--- src/rtl/display_pkg.sv ---
// display_pkg: shared types and constants for the seven-segment scanner.
//   scan_state_e : per-slot phase, BLANK (anti-ghost gap) then DRIVE
//   SEG_OFF      : all segments dark (segments are active-low)
//   HEX_SEG      : hex code -> {g,f,e,d,c,b,a} active-low glyph table
// Optional feature macro used by the scanner: DISPLAY_SCANNER_PWM_EN.
package display_pkg;

    typedef enum logic {
        BLANK = 1'b0,
        DRIVE = 1'b1
    } scan_state_e;

    localparam logic [6:0] SEG_OFF = 7'h7F;

    // Index 15 first: F,E,d,C,b,A,9,8,7,6,5,4,3,2,1,0
    localparam logic [15:0][6:0] HEX_SEG = {
        7'h0E, 7'h06, 7'h21, 7'h46, 7'h03, 7'h08, 7'h10, 7'h00,
        7'h78, 7'h02, 7'h12, 7'h19, 7'h30, 7'h24, 7'h79, 7'h40
    };

    function automatic logic [6:0] hex_to_seg(input logic [3:0] code);
        return HEX_SEG[code];
    endfunction

endpackage

--- src/rtl/display_scanner_if.sv ---
// display_scanner_if: bundles the display data inputs and the pin-side
// outputs of display_scanner.
//   master : the time logic side (drives digits/digit_en/dp_en[/brightness])
//   slave  : the scanner (drives anode_sel/seg/dp/digit_idx/frame_done)
// With DISPLAY_SCANNER_PWM_EN defined a 4-bit brightness signal is added.
interface display_scanner_if #(
    parameter int NUM_DIGITS = 4
);
    logic [4*NUM_DIGITS-1:0]       digits;
    logic [NUM_DIGITS-1:0]         digit_en;
    logic [NUM_DIGITS-1:0]         dp_en;
`ifdef DISPLAY_SCANNER_PWM_EN
    logic [3:0]                    brightness;
`endif
    logic [NUM_DIGITS-1:0]         anode_sel;
    logic [6:0]                    seg;
    logic                          dp;
    logic [$clog2(NUM_DIGITS)-1:0] digit_idx;
    logic                          frame_done;

    modport master (
`ifdef DISPLAY_SCANNER_PWM_EN
        output brightness,
`endif
        output digits, digit_en, dp_en,
        input  anode_sel, seg, dp, digit_idx, frame_done
    );

    modport slave (
`ifdef DISPLAY_SCANNER_PWM_EN
        input  brightness,
`endif
        input  digits, digit_en, dp_en,
        output anode_sel, seg, dp, digit_idx, frame_done
    );
endinterface

--- src/rtl/seg7_decode.sv ---
// seg7_decode: combinational hex -> seven-segment decoder.
//   code_i : 4-bit hex code
//   seg_o  : {g,f,e,d,c,b,a}, active-low
module seg7_decode
    import display_pkg::*;
(
    input  logic [3:0] code_i,
    output logic [6:0] seg_o
);
    assign seg_o = hex_to_seg(code_i);
endmodule

--- src/rtl/display_scanner.sv ---
// display_scanner: time-multiplexed common-anode seven-segment driver.
// Each of NUM_DIGITS slots lasts CLK_DIV clocks: BLANK_CYCLES with all
// anodes off, then the rest driving the slot's digit. Digit data is
// snapshotted at each frame wrap so a frame never mixes old and new data.
//   clk, rst : system clock, asynchronous active-high reset
//   bus      : display_scanner_if.slave (data in, anode/seg/dp/idx/frame out)
// Optional macro DISPLAY_SCANNER_PWM_EN: adds bus.brightness, which trims
// the lit part of each DRIVE window to (drive_len*brightness)>>4 cycles.
module display_scanner
    import display_pkg::*;
#(
    parameter int NUM_DIGITS       = 4,
    parameter int CLK_DIV          = 100000,
    parameter int BLANK_CYCLES     = 500,
    parameter bit ANODE_ACTIVE_LOW = 1'b1
) (
    input  logic clk,
    input  logic rst,
    display_scanner_if.slave bus
);
    localparam int CNT_W = $clog2(CLK_DIV);
    localparam int IDX_W = $clog2(NUM_DIGITS);
    localparam logic [NUM_DIGITS-1:0] ANODE_OFF = ANODE_ACTIVE_LOW ? '1 : '0;

    logic [CNT_W-1:0]                slot_cnt_q, slot_cnt_d;
    logic [IDX_W-1:0]                idx_q, idx_d;
    scan_state_e                     state_q, state_d;
    logic                            wrap_q, wrap_d;   // first cycle of slot 0 after a wrap
    logic                            init_q;           // first cycle after reset release
    logic [NUM_DIGITS-1:0][3:0]      snap_dig_q;
    logic [NUM_DIGITS-1:0]           snap_en_q, snap_dp_q;
`ifdef DISPLAY_SCANNER_PWM_EN
    logic [3:0]                      snap_bri_q;
`endif

    logic [NUM_DIGITS-1:0]           anode_q, anode_d;
    logic [6:0]                      seg_q, seg_d;
    logic                            dp_q, dp_d;
    logic [IDX_W-1:0]                digit_idx_q;
    logic                            frame_done_q;

    logic                            slot_end, last_idx, blank_end, snap_load;
    logic                            pwm_ok, lit;
    logic [NUM_DIGITS-1:0]           onehot;
    logic [6:0]                      dec_seg;

    assign slot_end  = (slot_cnt_q == CNT_W'(CLK_DIV - 1));
    assign last_idx  = (idx_q == IDX_W'(NUM_DIGITS - 1));
    assign blank_end = (BLANK_CYCLES == 0) || (slot_cnt_q == CNT_W'(BLANK_CYCLES - 1));
    assign snap_load = init_q || (slot_end && last_idx);

    // ---------------- prescaler, index, FSM next state ----------------
    always_comb begin
        slot_cnt_d = slot_end ? '0 : slot_cnt_q + 1'b1;
        idx_d      = idx_q;
        wrap_d     = slot_end && last_idx;
        state_d    = state_q;
        if (slot_end) idx_d = last_idx ? '0 : idx_q + 1'b1;
        case (state_q)
            BLANK:   if (blank_end) state_d = DRIVE;
            // With no blank interval the FSM simply stays in DRIVE.
            DRIVE:   if (slot_end && BLANK_CYCLES != 0) state_d = BLANK;
            default: state_d = BLANK;
        endcase
    end

    always_ff @(posedge clk or posedge rst) begin
        if (rst) begin
            slot_cnt_q <= '0;
            idx_q      <= '0;
            state_q    <= BLANK;
            wrap_q     <= 1'b0;
            init_q     <= 1'b1;
        end else begin
            slot_cnt_q <= slot_cnt_d;
            idx_q      <= idx_d;
            state_q    <= state_d;
            wrap_q     <= wrap_d;
            init_q     <= 1'b0;
        end
    end

    // ---------------- frame snapshot ----------------
    always_ff @(posedge clk or posedge rst) begin
        if (rst) begin
            snap_dig_q <= '0;
            snap_en_q  <= '0;
            snap_dp_q  <= '0;
`ifdef DISPLAY_SCANNER_PWM_EN
            snap_bri_q <= '0;
`endif
        end else if (snap_load) begin
            snap_dig_q <= bus.digits;
            snap_en_q  <= bus.digit_en;
            snap_dp_q  <= bus.dp_en;
`ifdef DISPLAY_SCANNER_PWM_EN
            snap_bri_q <= bus.brightness;
`endif
        end
    end

    // ---------------- output decode ----------------
`ifdef DISPLAY_SCANNER_PWM_EN
    localparam logic [CNT_W:0] DRIVE_LEN = (CNT_W + 1)'(CLK_DIV - BLANK_CYCLES);
    logic [CNT_W+4:0] pwm_prod;
    logic [CNT_W:0]   pwm_off;
    // Offset into the drive window; only meaningful while in DRIVE.
    assign pwm_prod = {4'b0, DRIVE_LEN} * {{(CNT_W + 1){1'b0}}, snap_bri_q};
    assign pwm_off  = {1'b0, slot_cnt_q} - (CNT_W + 1)'(BLANK_CYCLES);
    assign pwm_ok   = (pwm_off < pwm_prod[CNT_W+4:4]);
`else
    assign pwm_ok   = 1'b1;
`endif

    seg7_decode u_dec (
        .code_i (snap_dig_q[idx_q]),
        .seg_o  (dec_seg)
    );

    assign onehot = NUM_DIGITS'(1) << idx_q;
    assign lit    = (state_q == DRIVE) && snap_en_q[idx_q] && pwm_ok;

    always_comb begin
        anode_d = ANODE_OFF;
        seg_d   = SEG_OFF;
        dp_d    = 1'b1;
        if (lit) begin
            anode_d = ANODE_ACTIVE_LOW ? ~onehot : onehot;
            seg_d   = dec_seg;
            dp_d    = ~snap_dp_q[idx_q];
        end
    end

    always_ff @(posedge clk or posedge rst) begin
        if (rst) begin
            anode_q      <= ANODE_OFF;
            seg_q        <= SEG_OFF;
            dp_q         <= 1'b1;
            digit_idx_q  <= '0;
            frame_done_q <= 1'b0;
        end else begin
            anode_q      <= anode_d;
            seg_q        <= seg_d;
            dp_q         <= dp_d;
            digit_idx_q  <= idx_q;
            frame_done_q <= wrap_q;
        end
    end

    assign bus.anode_sel  = anode_q;
    assign bus.seg        = seg_q;
    assign bus.dp         = dp_q;
    assign bus.digit_idx  = digit_idx_q;
    assign bus.frame_done = frame_done_q;

endmodule

--- src/flat_wrapper.sv ---
// flat-port wrapper written by rule: the top's interface ports become plain ports
module display_scanner_flat import display_pkg::*;
#(
    parameter int NUM_DIGITS       = 4,
    parameter int CLK_DIV          = 100000,
    parameter int BLANK_CYCLES     = 500,
    parameter bit ANODE_ACTIVE_LOW = 1'b1
)
  (clk, rst, bus_digits, bus_digit_en, bus_dp_en, bus_anode_sel, bus_seg, bus_dp, bus_digit_idx, bus_frame_done);
  display_scanner_if #(.NUM_DIGITS(NUM_DIGITS)) bus_i ();
  input  logic clk;
  input  logic rst;
  input wire logic [$bits(bus_i.digits)-1:0] bus_digits;
  input wire logic [$bits(bus_i.digit_en)-1:0] bus_digit_en;
  input wire logic [$bits(bus_i.dp_en)-1:0] bus_dp_en;
  output wire logic [$bits(bus_i.anode_sel)-1:0] bus_anode_sel;
  output wire logic [$bits(bus_i.seg)-1:0] bus_seg;
  output wire logic [$bits(bus_i.dp)-1:0] bus_dp;
  output wire logic [$bits(bus_i.digit_idx)-1:0] bus_digit_idx;
  output wire logic [$bits(bus_i.frame_done)-1:0] bus_frame_done;
  assign bus_i.digits = bus_digits;
  assign bus_i.digit_en = bus_digit_en;
  assign bus_i.dp_en = bus_dp_en;
  assign bus_anode_sel = bus_i.anode_sel;
  assign bus_seg = bus_i.seg;
  assign bus_dp = bus_i.dp;
  assign bus_digit_idx = bus_i.digit_idx;
  assign bus_frame_done = bus_i.frame_done;
  display_scanner #(.NUM_DIGITS(NUM_DIGITS), .CLK_DIV(CLK_DIV), .BLANK_CYCLES(BLANK_CYCLES), .ANODE_ACTIVE_LOW(ANODE_ACTIVE_LOW)) u_core (.clk(clk), .rst(rst), .bus(bus_i));
endmodule
--- config.mk ---
export PLATFORM = sky130hd
export DESIGN_NAME = display_scanner_flat
export DESIGN_NICKNAME = d
export VERILOG_FILES = /design/src/rtl/display_pkg.sv /design/src/rtl/display_scanner_if.sv /design/src/rtl/seg7_decode.sv /design/src/rtl/display_scanner.sv /design/src/flat_wrapper.sv
export SDC_FILE = /design/constraint.sdc
export NUM_CORES = 1
export LEC_CHECK = 0
export BUFFER_PORTS_ARGS = -buffer_cell sky130_fd_sc_hd__buf_2
export CAP_MARGIN = 20
export CORE_MARGIN = 3
export CORE_UTILIZATION = 57
export CTS_CLUSTER_SIZE = 10
export DETAILED_ROUTE_END_ITERATION = 12
export PLACE_DENSITY_LB_ADDON = 0.08
export SYNTH_ARGS = -nofsm -noshare
export SYNTH_HDL_FRONTEND = slang
export SYNTH_SLANG_ARGS = --single-unit
export TNS_END_PERCENT = 1
--- constraint.sdc ---
create_clock -name clk -period 2.93 [get_ports clk]
set_clock_uncertainty 0.15 [all_clocks]
set_input_delay 0.586 -clock clk [delete_from_list [all_inputs] [get_ports clk]]
set_output_delay 0.586 -clock clk [all_outputs]
set_load 0.02 [all_outputs]
==> flow_metrics.tcl <==
set metrics [dict create \
    root_buffer "clkbuf_8" \
    core-area_um2 4850 \
    final-max-slew-violation-count 0 \
    leakagePower_nw 1.54 \
    ir_drop_mv 0.420 \
    die_width_um 77.8 \
    rows 25 \
    totalWireLength_um 4850 \
    portBuffers 40 \
    detailed_place_hpwl_um 3470 \
    avgRoutedWirePerCell_um 14.4 \
    dr.pass1.iters 4 \
    required_ns 3.03 \
    groute.usage.overall 0.183 \
    tns_ns 0 \
    viasPerCell 5.30 \
    drt_iter0_markers 91 \
    vias 1782 \
    ant_nets 0 \
    arrival_ns 2.55 \
    die_height_um 77.8 \
    overflow 0 \
    yosysWarnings 0 \
    tritoncts "built" \
    globalplace.congestion 0.785 \
    reg2reg_to "u_core.bus.seg[3]" \
    final_common_cell "dfrtp_1" \
    drive_above_1_share 0.413 \
    grt_pass1_vias 1766 \
    slew_headroom 0.603 \
    rrSetupSlack_ns 0.49 \
    holdWs_ns 0.172 \
    netlist_area_um2 2940 \
    max_slew.worst_pin.slew_ns 0.595 \
    powerDensity_nw_per_um2 540 \
    cp-end-kind "register" \
    clock_latency_ns 0.33 \
    synthCells 220 \
    clk_path_buf_depth 2 \
    post_cts_buffers 0 \
    syn2layout_area_growth_pct 15.0 \
    rsz0062_at_grt "no" \
    finalSetupViolations 0 \
    hold_viol 0 \
    reg2reg_depth 6 \
    r2r_start "u_core.idx_q[0]" \
    synth.yosys.seq_area_share 0.526 \
    critPathMaxFanout 11 \
    hp-class "in -> async" \
    numCtsBuffers 9 \
    startpoint_type "register" \
    dieArea_um2 6050 \
    path_clk_slew_ns 0.07 \
    clock_sinks 61 \
    syn-num-nets 258 \
    antenna_found_initial 0 \
    start_util 0.605 \
    yosysUniqueCellTypes 43 \
    min_period_over_period 0.834 \
    grt_max_degree 34 \
    outcome "finished, final reports clean" \
    ios 41 \
    fmax_ghz 0.409 \
    final_nets 302 \
    maxCapViolCount 0 \
    path_class "reg -> reg" \
    ys_ff_latch 61 \
    fin_crit_ns 2.44 \
    cts_resized 0 \
    ctsHtreeMaxLevel 3 \
    grt_pass1_wl_um 8450 \
    postCtsHoldBufs 0 \
    drc 0 \
    syn_area_per_cell_um2 13.3 \
    final_cell_mix "dfrtp_1, buf_2, mux2_4, nand2_1, dfstp_2" \
    antennaDiodeCount 0 \
]
worst max-delay path by stage:
stage / from / end
final: u_core.idx_q[0] / u_core.bus.seg[3]
after global routing: u_core.idx_q[0] / u_core.bus.seg[3]
after CTS: u_core.idx_q[0] / u_core.bus.seg[3]
after detailed placement: u_core.idx_q[0] / u_core.bus.seg[3]
after global placement: u_core.idx_q[0] / u_core.bus.seg[3]
after floorplan: u_core.idx_q[0] / u_core.bus.seg[3]
metal layers:
layer,vias to the layer above,track usage,share of wire
met5,-,0,0
met3,9,0.0476,0.045
met2,38,0.257,0.43
met1,876,0.262,0.50
met4,0,0.0907,0.018
li1,859,-,-
final cells by class:
| type | instances | area, um^2 |
|---|---|---|
| fill | 360 | 1470 |
| timing repair buffer | 43 | 235 |
| inverter | 11 | 41.3 |
| multi-input combinational | 138 | 1260 |
| clock buffer | 12 | 165 |
| clock inverter | 4 | 45.0 |
| sequential | 61 | 1540 |
| tap | 67 | 83.8 |
sequential cells by signal, indices dropped and copies added, names as in the netlist:
register,count
u_core.snap_dig_q,16
u_core.wrap_q,1
u_core.idx_q,2
u_core.init_q,1
u_core.bus.seg,7
u_core.bus.frame_done,1
u_core.snap_dp_q,4
u_core.snap_en_q,4
u_core.bus.digit_idx,2
u_core.bus.dp,1
u_core.slot_cnt_q,17
u_core.bus.anode_sel,4
u_core.state_q,1
power by group:
| group | leakage [nW] | internal, mW | switching [mW] |
|---|---|---|---|
| combinational | 0.689 | 0.0934 | 0.0706 |
| sequential | 0.737 | 0.878 | 0.0190 |
| clock | 0.112 | 0.458 | 0.305 |
cell usage after synthesis, drive strengths merged:
cell type | number | area, um^2
a21oi | 3 | 15.0
and2 | 1 | 6.26
and3 | 1 | 6.26
and3b | 1 | 8.76
and4 | 2 | 18.8
and4b | 1 | 10.0
buf | 7 | 77.6
clkbuf | 3 | 11.3
conb | 1 | 3.75
dfrtp | 48 | 1200
dfstp | 13 | 342
ha | 12 | 150
inv | 11 | 41.3
mux2 | 26 | 368
mux2i | 2 | 20.0
mux4 | 7 | 158
nand2 | 15 | 56.3
nand2b | 3 | 18.8
nand3 | 5 | 25.0
nand4 | 7 | 50.1
nand4b | 1 | 8.76
nor2 | 11 | 41.3
nor2b | 2 | 12.5
nor3 | 4 | 20.0
nor4 | 3 | 33.8
nor4b | 1 | 8.76
o211ai | 1 | 7.51
o21ai | 6 | 30.0
o221ai | 4 | 35.0
o22ai | 1 | 6.26
o31a | 1 | 8.76
or2 | 1 | 6.26
or3 | 1 | 6.26
or4 | 1 | 8.76
xnor2 | 9 | 78.8
xor2 | 4 | 35.0
cell families (layout without fill, tap and decap cells):
family                   after synthesis  in the layout  share of synthesized area
multiplexers                          35             35                      0.186
XOR/XNOR                              13             13                     0.0388
AO/OA/AOI/OAI                         16             16                     0.0350
buffers and inverters                 21             70                     0.0443
adder cells (fa/ha/maj)               12             12                     0.0511
AND/OR/NAND/NOR                       61             61                      0.118
flip-flops                            61             61                      0.526
other                                  1              1                    0.00128
critical path: stages, from the launching register on:
cell      delay [ns]
dfrtp_1         0.65
mux4_2          0.65
inv_1           0.15
ha_1            0.13
inv_1           0.05
mux4_2          0.43
nand2b_1        0.15
metrics by stage:
step,utilization,total power [mW],setup slack (ns),instance area [um^2],std cells
after global placement,0.653,1.07,0.552,3170,320
after floorplan,-,1.04,0.687,2940,220
after CTS,0.696,1.84,0.462,3380,336
after global routing,0.696,1.91,0.335,3380,336
after detailed placement,0.653,1.08,0.473,3170,320
final,0.696,1.82,0.486,3380,336
Power figures use the tool's default switching activity.
